## config.mk

```make
export PLATFORM = sky130hd
export DESIGN_NAME = fifo_word_packer_flat
export DESIGN_NICKNAME = d
export VERILOG_FILES = /design/src/rtl/fifo_pkg.sv /design/src/rtl/fifo_word_packer_if.sv /design/src/rtl/fifo_word_packer_out_reg.sv /design/src/rtl/fifo_word_packer.sv /design/src/flat_wrapper.sv
export SDC_FILE = /design/constraint.sdc
export NUM_CORES = 1
export LEC_CHECK = 0
export CAP_MARGIN = 5
export CORE_MARGIN = 10
export CORE_UTILIZATION = 25
export DETAILED_ROUTE_END_ITERATION = 16
export SLEW_MARGIN = 20
export SYNTH_ARGS = -nofsm -noshare
export SYNTH_HDL_FRONTEND = slang
export SYNTH_SLANG_ARGS = --single-unit
```

## constraint.sdc

```tcl
create_clock -name rclk -period 1.9 [get_ports rclk]
set_clock_uncertainty 0.05 [all_clocks]
set_input_delay 0.38 -clock rclk [delete_from_list [all_inputs] [get_ports rclk]]
set_output_delay 0.38 -clock rclk [all_outputs]
set_load 0.05 [all_outputs]
```

## src/rtl/fifo_pkg.sv

```systemverilog
// Shared definitions for the FIFO read-side word packer: the FSM state type,
// default ANN datapath geometry and the out_count width helper.
package fifo_pkg;

  // Default geometry: 8-bit FIFO words packed four at a time.
  localparam int ANN_DSIZE = 8;
  localparam int ANN_WORDS = 4;

  // The packer either fills lanes from the FIFO or drains a partial word.
  typedef enum logic {
    ST_FILL  = 1'b0,
    ST_FLUSH = 1'b1
  } packer_state_t;

  // out_count has to hold every value from 0 to words, so it is
  // clog2(words+1) bits wide.
  function automatic int count_width(input int words);
    return $clog2(words + 1);
  endfunction

endpackage

```

## src/rtl/fifo_word_packer_if.sv

```systemverilog
// Packed-word output stream (valid/ready) between the word packer and the
// downstream compute stage. The packer uses the master modport and the
// consumer uses the slave modport.
interface fifo_word_packer_if
  import fifo_pkg::*;
#(
  parameter int DSIZE = ANN_DSIZE,
  parameter int WORDS = ANN_WORDS
);

  localparam int CW = count_width(WORDS);

  logic [DSIZE*WORDS-1:0] out_data;
  logic [CW-1:0]          out_count;
  logic                   out_valid;
  logic                   out_ready;

  modport master (
    output out_data,
    output out_count,
    output out_valid,
    input  out_ready
  );

  modport slave (
    input  out_data,
    input  out_count,
    input  out_valid,
    output out_ready
  );

endinterface

```

## src/rtl/fifo_word_packer_out_reg.sv

```systemverilog
// packer_out_reg: a valid/ready register slice with a load port. It holds the
// packed word and its lane count until the consumer accepts them, and it
// reports "free" when a new word can be loaded on this edge.
module packer_out_reg
  import fifo_pkg::*;
#(
  parameter  int DSIZE = ANN_DSIZE,
  parameter  int WORDS = ANN_WORDS,
  localparam int CW    = count_width(WORDS)
) (
  input  logic                   clk,
  input  logic                   rst,
  input  logic                   load,
  input  logic [DSIZE*WORDS-1:0] load_data,
  input  logic [CW-1:0]          load_count,
  output logic                   free,
  fifo_word_packer_if.master     out_if
);

  // The slot is free if it is empty or if the word in it leaves on this edge.
  assign free = !out_if.out_valid || out_if.out_ready;

  // Output slot: load a new word, retire one that was accepted, or hold.
  always_ff @(posedge clk) begin
    // NOTE: registers use non-blocking (<=) assignments so every flop samples pre-edge values.
    if (rst) begin
      out_if.out_valid <= 1'b0;
      out_if.out_data  <= '0;
      out_if.out_count <= '0;
    end else if (load) begin
      out_if.out_valid <= 1'b1;
      out_if.out_data  <= load_data;
      out_if.out_count <= load_count;
    end else if (out_if.out_valid && out_if.out_ready) begin
      out_if.out_valid <= 1'b0;
    end
  end

endmodule

```

## src/rtl/fifo_word_packer.sv

```systemverilog
// fifo_word_packer: pops DSIZE-bit words from the show-ahead read port of an
// async FIFO and packs WORDS of them into one wide word (first pop in lane 0).
// A flush request emits a partially filled word. The lanes it did not fill
// read as zero.
// Optional feature macro: FIFO_WORD_PACKER_PERF_EN adds the pop_total and
// stall_cycles performance counters.
module fifo_word_packer
  import fifo_pkg::*;
#(
  parameter  int DSIZE = ANN_DSIZE,
  parameter  int WORDS = ANN_WORDS,
  localparam int CW    = count_width(WORDS)
) (
  input  logic               rclk,
  input  logic               rrst,
  input  logic [DSIZE-1:0]   rdata,
  input  logic               rempty,
  output logic               rinc,
  input  logic               flush,
  fifo_word_packer_if.master out_if
`ifdef FIFO_WORD_PACKER_PERF_EN
  ,
  output logic [31:0]        pop_total,
  output logic [31:0]        stall_cycles
`endif
);

  localparam logic [CW-1:0] LAST_LANE  = CW'(WORDS - 1);
  localparam logic [CW-1:0] FULL_COUNT = CW'(WORDS);

  packer_state_t          state;
  packer_state_t          state_next;
  logic [CW-1:0]          cnt;
  logic [DSIZE*WORDS-1:0] acc;
  logic                   free;
  logic                   last_pop;
  logic                   flush_load;
  logic                   load;
  logic [DSIZE*WORDS-1:0] load_data;
  logic [CW-1:0]          load_count;

  // Pop decision and FSM next state. The final lane waits for a free output
  // slot. Earlier lanes keep filling while the previous word is stalled.
  always_comb begin
    // NOTE: every output gets a default first, so no path through the case infers a latch.
    state_next = state;
    rinc       = 1'b0;
    last_pop   = 1'b0;
    flush_load = 1'b0;
    unique case (state)
      ST_FILL: begin
        rinc     = !rrst && !rempty && !flush && !((cnt == LAST_LANE) && !free);
        last_pop = rinc && (cnt == LAST_LANE);
        if (flush) begin
          state_next = ST_FLUSH;
        end
      end
      ST_FLUSH: begin
        if (cnt == '0) begin
          state_next = ST_FILL;
        end else if (free) begin
          flush_load = 1'b1;
          state_next = ST_FILL;
        end
      end
      default: state_next = ST_FILL;
    endcase
  end

  // A full word takes its last lane straight from rdata. Lane WORDS-1 of acc
  // is always zero at this point, so an OR is enough to merge it.
  assign load       = last_pop || flush_load;
  assign load_data  = last_pop ? (acc | {rdata, {((WORDS - 1) * DSIZE){1'b0}}}) : acc;
  assign load_count = last_pop ? FULL_COUNT : cnt;

  // FSM state register.
  always_ff @(posedge rclk) begin
    if (rrst) begin
      state <= ST_FILL;
    end else begin
      state <= state_next;
    end
  end

  // Lane counter and accumulator: clear when a word moves to the output,
  // otherwise write the popped word into lane cnt.
  always_ff @(posedge rclk) begin
    if (rrst) begin
      cnt <= '0;
      // NOTE: the accumulator is reset so that the lanes a flush did not fill read as zero.
      acc <= '0;
    end else if (load) begin
      cnt <= '0;
      acc <= '0;
    end else if (rinc) begin
      cnt <= cnt + CW'(1);
      for (int i = 0; i < WORDS; i++) begin
        if (cnt == CW'(i)) begin
          acc[i*DSIZE +: DSIZE] <= rdata;
        end
      end
    end
  end

  packer_out_reg #(
    .DSIZE (DSIZE),
    .WORDS (WORDS)
  ) u_out_reg (
    .clk        (rclk),
    .rst        (rrst),
    .load       (load),
    .load_data  (load_data),
    .load_count (load_count),
    .free       (free),
    .out_if     (out_if)
  );

`ifdef FIFO_WORD_PACKER_PERF_EN
  // Performance counters. Pops wrap. Stall cycles saturate at all ones.
  always_ff @(posedge rclk) begin
    if (rrst) begin
      pop_total    <= '0;
      stall_cycles <= '0;
    end else begin
      if (rinc) begin
        pop_total <= pop_total + 32'd1;
      end
      if (!rempty && !rinc && (stall_cycles != '1)) begin
        stall_cycles <= stall_cycles + 32'd1;
      end
    end
  end
`endif

endmodule

```

## src/flat_wrapper.sv

```systemverilog
// flat-port wrapper written by rule: the top's interface ports become plain ports
module fifo_word_packer_flat import fifo_pkg::*;
#(
  parameter  int DSIZE = ANN_DSIZE,
  parameter  int WORDS = ANN_WORDS,
  localparam int CW    = count_width(WORDS)
)
  (rclk, rrst, rdata, rempty, rinc, flush, out_if_out_data, out_if_out_count, out_if_out_valid, out_if_out_ready);
  fifo_word_packer_if #(.DSIZE(DSIZE), .WORDS(WORDS)) out_if_i ();
  input  logic rclk;
  input  logic rrst;
  input  logic [DSIZE-1:0] rdata;
  input  logic rempty;
  output logic rinc;
  input  logic flush;
  output wire logic [$bits(out_if_i.out_data)-1:0] out_if_out_data;
  output wire logic [$bits(out_if_i.out_count)-1:0] out_if_out_count;
  output wire logic [$bits(out_if_i.out_valid)-1:0] out_if_out_valid;
  input wire logic [$bits(out_if_i.out_ready)-1:0] out_if_out_ready;
  assign out_if_out_data = out_if_i.out_data;
  assign out_if_out_count = out_if_i.out_count;
  assign out_if_out_valid = out_if_i.out_valid;
  assign out_if_i.out_ready = out_if_out_ready;
  fifo_word_packer #(.DSIZE(DSIZE), .WORDS(WORDS)) u_core (.rclk(rclk), .rrst(rrst), .rdata(rdata), .rempty(rempty), .rinc(rinc), .flush(flush), .out_if(out_if_i));
endmodule
```

Word level (Yosys, flattened, before mapping)

Cells that the tools add are included.

Output and inout port bits: 37
Logic and storage cells: 49
Register bits: 72

Bitwise gates (word level): 2
Add/subtract/negate cells: 1
Reductions and logical operators: 21
Eq/ne operators: 3
Muxes and demuxes: 13

Operators with widths:

| cell                                                                  | number |
|---|---|
| 32-bit two-way mux                                                    | 1 |
| 32-bit bitwise OR                                                     | 1 |
| 1-bit two-way mux                                                     | 10 |
| 2-bit AND reduction                                                   | 4 |
| 3-bit by 2-bit equality test with 1-bit output, second input constant | 2 |
| 1-bit logical AND                                                     | 6 |
| 1-bit logical NOT                                                     | 6 |
| 3-bit by 1-bit adder with 3-bit output, second input constant         | 1 |
| 3-bit by 1-bit equality test with 1-bit output, second input constant | 1 |
| 3-bit logical NOT                                                     | 1 |
| 3-bit two-way mux                                                     | 1 |
| 1-bit logical OR                                                      | 2 |
| 1-bit case mux with 2 select lines                                    | 1 |
| 2-bit nonzero test                                                    | 1 |
| 2-bit OR reduction                                                    | 1 |
| 1-bit inverter                                                        | 1 |

Depth between registers and ports, before layout

Gate-level depths: netlist of the first run.

Depth after elaboration: 10
Mapped depth: 9
Depth with buffers taken out: 6

Modules after synthesis

Synthesis of the first run repeated with hierarchy kept, for this count alone.

Cells, all modules: 302
Area, all modules: 3001.6 µm²

By module, submodules not included:

| module           | sequential area each (µm²) | area an instance (µm²) | cells each | times used |
|---|---|---|---|---|
| fifo_word_packer | 720.7                      | 1695.4                 | 185        | 1 |
| packer_out_reg   | 720.7                      | 1306.3                 | 117        | 1 |

Least setup slack after synthesis of the first run

OpenSTA, ideal clock, no wires.

Path type: register to output
Start: reg u_core.cnt[0]
End: out rinc
Slack: -0.151 ns
Data required time: 1.470 ns
Data arrival time: 1.621 ns
Path buffers: 1
Stages on the path, launching flop included: 6
Cells stage by stage: dfxtp_1 -> ha_1 -> ha_1 -> nand3b_1 -> and2_0 -> clkbuf_1

Word-level cells in the longest chain between the ends: 5

RTL lines:

| item                                           | line                   | text |
|---|---|---|
| start: declaration                             | fifo_word_packer.sv:33 | `logic [CW-1:0] cnt;` |
| start signal: assignment                       | fifo_word_packer.sv:96 | `cnt <= cnt + CW'(1);` |
| 3-bit by 2-bit equality test with 1-bit output | fifo_word_packer.sv:52 | `rinc = !rrst && !rempty && !flush && !((cnt == LAST_LANE) && !free);` |
| 1-bit logical AND                              | fifo_word_packer.sv:52 |  |
| 1-bit logical NOT                              | fifo_word_packer.sv:52 |  |
| 1-bit logical AND                              | fifo_word_packer.sv:52 |  |
| 1-bit two-way mux                              | fifo_word_packer.sv:50 | `unique case (state)` |
| end: declaration                               | flat_wrapper.sv:14     | `output logic rinc;` |

No other way between the ends.

Worst setup path in the final report of the first run

Start: reg u_core.cnt[1]
End: reg u_core.cnt[2]

Word-level cells in the longest chain between the ends: 8
Elaborated cells on any way between the ends: 13
Those cells by class: add/sub (1); eq/ne (1); mux (4); reduce/logical (7)

RTL lines:

| item                                           | line                                           | text |
|---|---|---|
| 3-bit by 2-bit equality test with 1-bit output | fifo_word_packer.sv:52, fifo_word_packer.sv:53 |  |
| 1-bit logical AND                              | fifo_word_packer.sv:52                         |  |
| 1-bit logical NOT                              | fifo_word_packer.sv:52                         |  |
| 1-bit logical AND                              | fifo_word_packer.sv:52                         |  |
| 1-bit logical AND                              | fifo_word_packer.sv:53                         | `last_pop = rinc && (cnt == LAST_LANE);` |
| 1-bit two-way mux                              | fifo_word_packer.sv:50                         |  |
| 1-bit logical OR                               | fifo_word_packer.sv:72                         | `assign load = last_pop \|\| flush_load;` |
| 2-bit OR reduction (no source line)            | n/a                                            |  |

Parallel ways exist; a longest one is shown, timed or not.
A chain may end at the register's enable or synchronous reset.

==> results of run 1 <==
[kinds of logic after synthesis]
logic type               share of synthesized area (%)
multiplexers                                      10.4
buffers and inverters                             4.69
XOR/XNOR                                         0.339
AO/OA/AOI/OAI                                     14.7
flip-flops                                        55.7
AND/OR/NAND/NOR                                   11.7
adder cells (fa/ha/maj)                           2.42
[stage by stage]
| stage | hold WS, ns | cells | power (mW) | setup slack [ns] |
|---|---|---|---|---|
| 2_1_floorplan | 0.366 | 224 | 1.66 | 0.0966 |
| 3_3_place_gp | 0.390 | 415 | 1.74 | -0.195 |
| 3_5_place_dp | 0.385 | 415 | 1.74 | -0.247 |
| 6_report | 0.397 | 434 | 2.82 | 0.0299 |
| 4_1_cts | 0.395 | 433 | 2.86 | 0.0198 |
| 5_1_grt | 0.413 | 434 | 2.93 | -0.0544 |
[where the power goes]
| part | switching (mW) | leakage, nW | internal (mW) |
|---|---|---|---|
| Sequential | 0.0111 | 0.583 | 1.52 |
| Combinational | 0.0985 | 0.879 | 0.0802 |
| Clock | 0.565 | 0.0886 | 0.545 |
| Total | 0.675 | 1.55 | 2.14 |
[layout make-up]
cell class	instances	area share, %
Clock buffer	12	4.39
Clock inverter	4	0.815
Inverter	4	0.425
Multi-Input combinational cell	135	30.2
Sequential cell	72	41.1
Tap cell	136	4.82
Timing Repair Buffer	71	18.2
[registers in the layout, indices dropped and copies added, names as in the netlist]
register and cells:
u_core.acc 32, u_core.u_out_reg.out_if.out_data 32, u_core.cnt 3, u_core.u_out_reg.out_if.out_count 3, u_core.state 1, u_core.u_out_reg.out_if.out_valid 1
[worst paths after layout]
path                          startpoint                     endpoint  slack, ns
max reg2reg   u_core.cnt[1]$_SDFFE_PP0P_   u_core.cnt[2]$_SDFFE_PP0P_       0.03
min          u_core.acc[31]$_SDFFE_PP0P_  u_core.acc[31]$_SDFFE_PP0P_       0.40
max           u_core.cnt[1]$_SDFFE_PP0P_   u_core.cnt[2]$_SDFFE_PP0P_       0.03
min reg2reg  u_core.acc[31]$_SDFFE_PP0P_  u_core.acc[31]$_SDFFE_PP0P_       0.40
[routing by layer]
layer  global-route usage (%)  wire [um]  vias up
li1                         -          -      939
met1                     11.1       2940      858
met2                     13.1       2880       41
met3                     3.38        439       15
met4                     6.33        190        0
met5                        0          0        -
[cells in the mapped netlist]
library cell	count
sky130_fd_sc_hd__a211oi_1	1
sky130_fd_sc_hd__a211oi_2	1
sky130_fd_sc_hd__a21o_1	1
sky130_fd_sc_hd__a21oi_1	11
sky130_fd_sc_hd__a21oi_4	1
sky130_fd_sc_hd__a22o_1	24
sky130_fd_sc_hd__and2_0	1
sky130_fd_sc_hd__and2_1	7
sky130_fd_sc_hd__and3_1	2
sky130_fd_sc_hd__buf_1	1
sky130_fd_sc_hd__buf_2	4
sky130_fd_sc_hd__buf_6	7
sky130_fd_sc_hd__clkbuf_1	1
sky130_fd_sc_hd__dfxtp_1	72
sky130_fd_sc_hd__ha_1	5
sky130_fd_sc_hd__inv_1	4
sky130_fd_sc_hd__mux2i_1	27
sky130_fd_sc_hd__nand2b_1	3
sky130_fd_sc_hd__nand3_1	2
sky130_fd_sc_hd__nand3b_1	1
sky130_fd_sc_hd__nand4_2	3
sky130_fd_sc_hd__nand4b_1	1
sky130_fd_sc_hd__nor2_1	28
sky130_fd_sc_hd__nor3_1	3
sky130_fd_sc_hd__nor3_2	1
sky130_fd_sc_hd__nor4_4	1
sky130_fd_sc_hd__o21ai_0	2
sky130_fd_sc_hd__o2bb2ai_1	7
sky130_fd_sc_hd__or3_1	1
sky130_fd_sc_hd__xnor2_1	1
[worst min-delay path: cells and delay by family, from the launching register on]
family | cells | cell delay [ns]
and+or+nand+nor | 1 | 0.04
DFF | 1 | 0.30
buffers and inverters | 1 | 0.07
[layout by cell type, fill, tap and decap left out, types with 3 or more instances in the layout]
cell type,synthesis,layout
sky130_fd_sc_hd__clkdlybuf4s50_1,0,10
sky130_fd_sc_hd__nor2_1,28,28
sky130_fd_sc_hd__dfxtp_2,0,3
sky130_fd_sc_hd__nand4_2,3,3
sky130_fd_sc_hd__a22o_1,24,24
sky130_fd_sc_hd__inv_1,4,3
sky130_fd_sc_hd__a21oi_1,11,11
sky130_fd_sc_hd__nand2b_1,3,3
sky130_fd_sc_hd__o2bb2ai_1,7,7
sky130_fd_sc_hd__clkbuf_8,0,11
sky130_fd_sc_hd__mux2i_1,27,27
sky130_fd_sc_hd__buf_12,0,6
sky130_fd_sc_hd__buf_4,0,52
sky130_fd_sc_hd__dfxtp_1,72,67
sky130_fd_sc_hd__nor3_1,3,3
sky130_fd_sc_hd__and2_1,7,7
[timing repair]
item / CTS / global route
endpoints found under the setup margin: 1 / 26
cloned: 0 / 0
buffers inserted: 2 / 1
pin swaps: 2 / 2
gates resized for setup: 12 / 7
==> flow_metrics.py, run 1 <==
metrics = {
    "clock_tree": {
        "clock_tree.buffer_depth": 2,
        "clock_sink_count": 72,
        "cts.clk_slew.worst_paths_ns": 0.07,
        "cts.htree.levels": 3,
        "clock_tree.root_cell": "sky130_fd_sc_hd__clkbuf_8",
        "insertion_delay_ns": 0.35,
        "cts_hold_buf": 0,
        "cts_buffers": 9,
        "tritoncts": "done",
    },
    "floorplanning": {
        "std_cell_rows": 37,
        "die-area_um2": 14800,
        "top_level_ports": 50,
        "die_w_um": 122,
        "die_h_um": 122,
        "initial_core_util_pct": 25.4,
        "floorplan.core_area_um2": 10200,
    },
    "synthesis": {
        "post-synth-top-area-fraction_pct": 55.7,
        "syn_area_cell_um2": 11.6,
        "postSynthCellCount": 224,
        "synth.cell_area_um2": 2590,
        "postSynthRegisterBits": 72,
        "area_contributors_post_synth": "sky130_fd_sc_hd__dfxtp_1, sky130_fd_sc_hd__mux2i_1, sky130_fd_sc_hd__a22o_1, sky130_fd_sc_hd__nor2_1, sky130_fd_sc_hd__buf_6",
        "synth_nets": 242,
        "ys_warn_count": 0,
        "yosys.cell_types.count": 30,
        "sequential_fraction_of_the_synthesis_area_pct": 55.7,
        "yosysTopAreaCell": "sky130_fd_sc_hd__dfxtp_1",
    },
    "setup_path": {
        "reg2regPathDepth": 7,
        "critical_path.slowest_cell": "sky130_fd_sc_hd__or3_4",
        "worst-path-max-fanout": 4,
        "setup.worst_path.class": "flop to flop",
        "critical_path_arrival_ns": 2.08,
        "worstPathCellList": "inv_1, ha_2, nand2b_1, and3_1, or3_4, buf_4, a211oi_2",
        "peak_per_stage_delay_on_the_critical_path_ns": 0.40,
        "timing.critical_path.buf_inv": 2,
        "stages_on_the_worst_setup_path": 7,
        "worst_ep_required_time_ns": 2.11,
        "worst_setup_path_start_kind": "flop",
        "cpLargestDelayFamily": "simple AND/OR/NAND/NOR gates",
        "nature_of_the_critical_path_endpoint": "flop",
    },
    "finish": {
        "antenna_cells_inserted": 0,
        "multi_input_comb_area_um2": 1070,
        "footprint_of_the_flip_flops_and_latches_um2": 1450,
        "fillers": 1025,
        "area.growth.synth_to_final_pct": 36.5,
        "final_layout_size_suffix_gt1_share_pct": 30.9,
        "nNetsFinal": 311,
        "design_area_um2": 3530,
        "final_core_util_pct": 34.7,
    },
    "status": {
        "outcome": "complete, no violations",
    },
    "sta": {
        "timing_hold_violations_final": 0,
        "final-max-slew-violation-count": 0,
        "timing.final.crit_period_ns": 1.87,
        "setup_tns_ns": 0,
        "rsz0062_at_grt": "yes",
        "tightest_slew_ns": 0.301,
        "setup-violations-final": 0,
        "max_clock_freq_ghz": 0.535,
        "relSlewSlack_pct": 79.9,
        "finalCritPeriodShare_pct": 98.4,
    },
    "routing": {
        "drt_drc": 0,
        "detailedRoute.firstPassIterationCount": 4,
        "detailedRoute.firstIterationViolations": 73,
        "vias_per_cell": 4.27,
        "ant_nets": 0,
        "avgRoutedWirePerCell_um": 14.9,
        "totalWireLength_um": 6450,
        "routed_vias": 1853,
    },
    "flow_run": {
        "drv.max_cap_violation_count": 0,
    },
    "power_and_ir_drop": {
        "leakagePower_nw": 1.55,
        "power-per-cell-area_nw_per_um2": 798,
        "power.ir.vdd_worst_mv": 0.248,
    },
    "min_path": {
        "holdCritPathClass": "flop to flop",
        "min_delay_path_depth": 2,
    },
    "placement": {
        "dpl-instance-area_um2": 3270,
        "place.detailed.hpwl_um": 4570,
        "gp_routability_congestion": 0.737,
        "numPortBuffers": 49,
    },
    "global_routing": {
        "wire_length_of_the_first_global_routing_pass_um": 10400,
        "gr-usage-all-layers_pct": 9.14,
        "globalRoute.totalOverflow": 0,
        "grt_max_degree": 27,
        "via_count_of_the_first_global_routing_pass": 1931,
        "antenna_found_initial": 0,
    },
}
Note: power is estimated with default switching activity, not from simulation.
==> inputs of run 2 (changes only) <==
--- a/config.mk
+++ b/config.mk
@@ -9,7 +9,6 @@
 export CORE_MARGIN = 10
 export CORE_UTILIZATION = 25
 export DETAILED_ROUTE_END_ITERATION = 16
-export SLEW_MARGIN = 20
 export SYNTH_ARGS = -nofsm -noshare
 export SYNTH_HDL_FRONTEND = slang
 export SYNTH_SLANG_ARGS = --single-unit
==> results of run 2 <==
Final layout, timing and power as in run 1 (identical DEF).
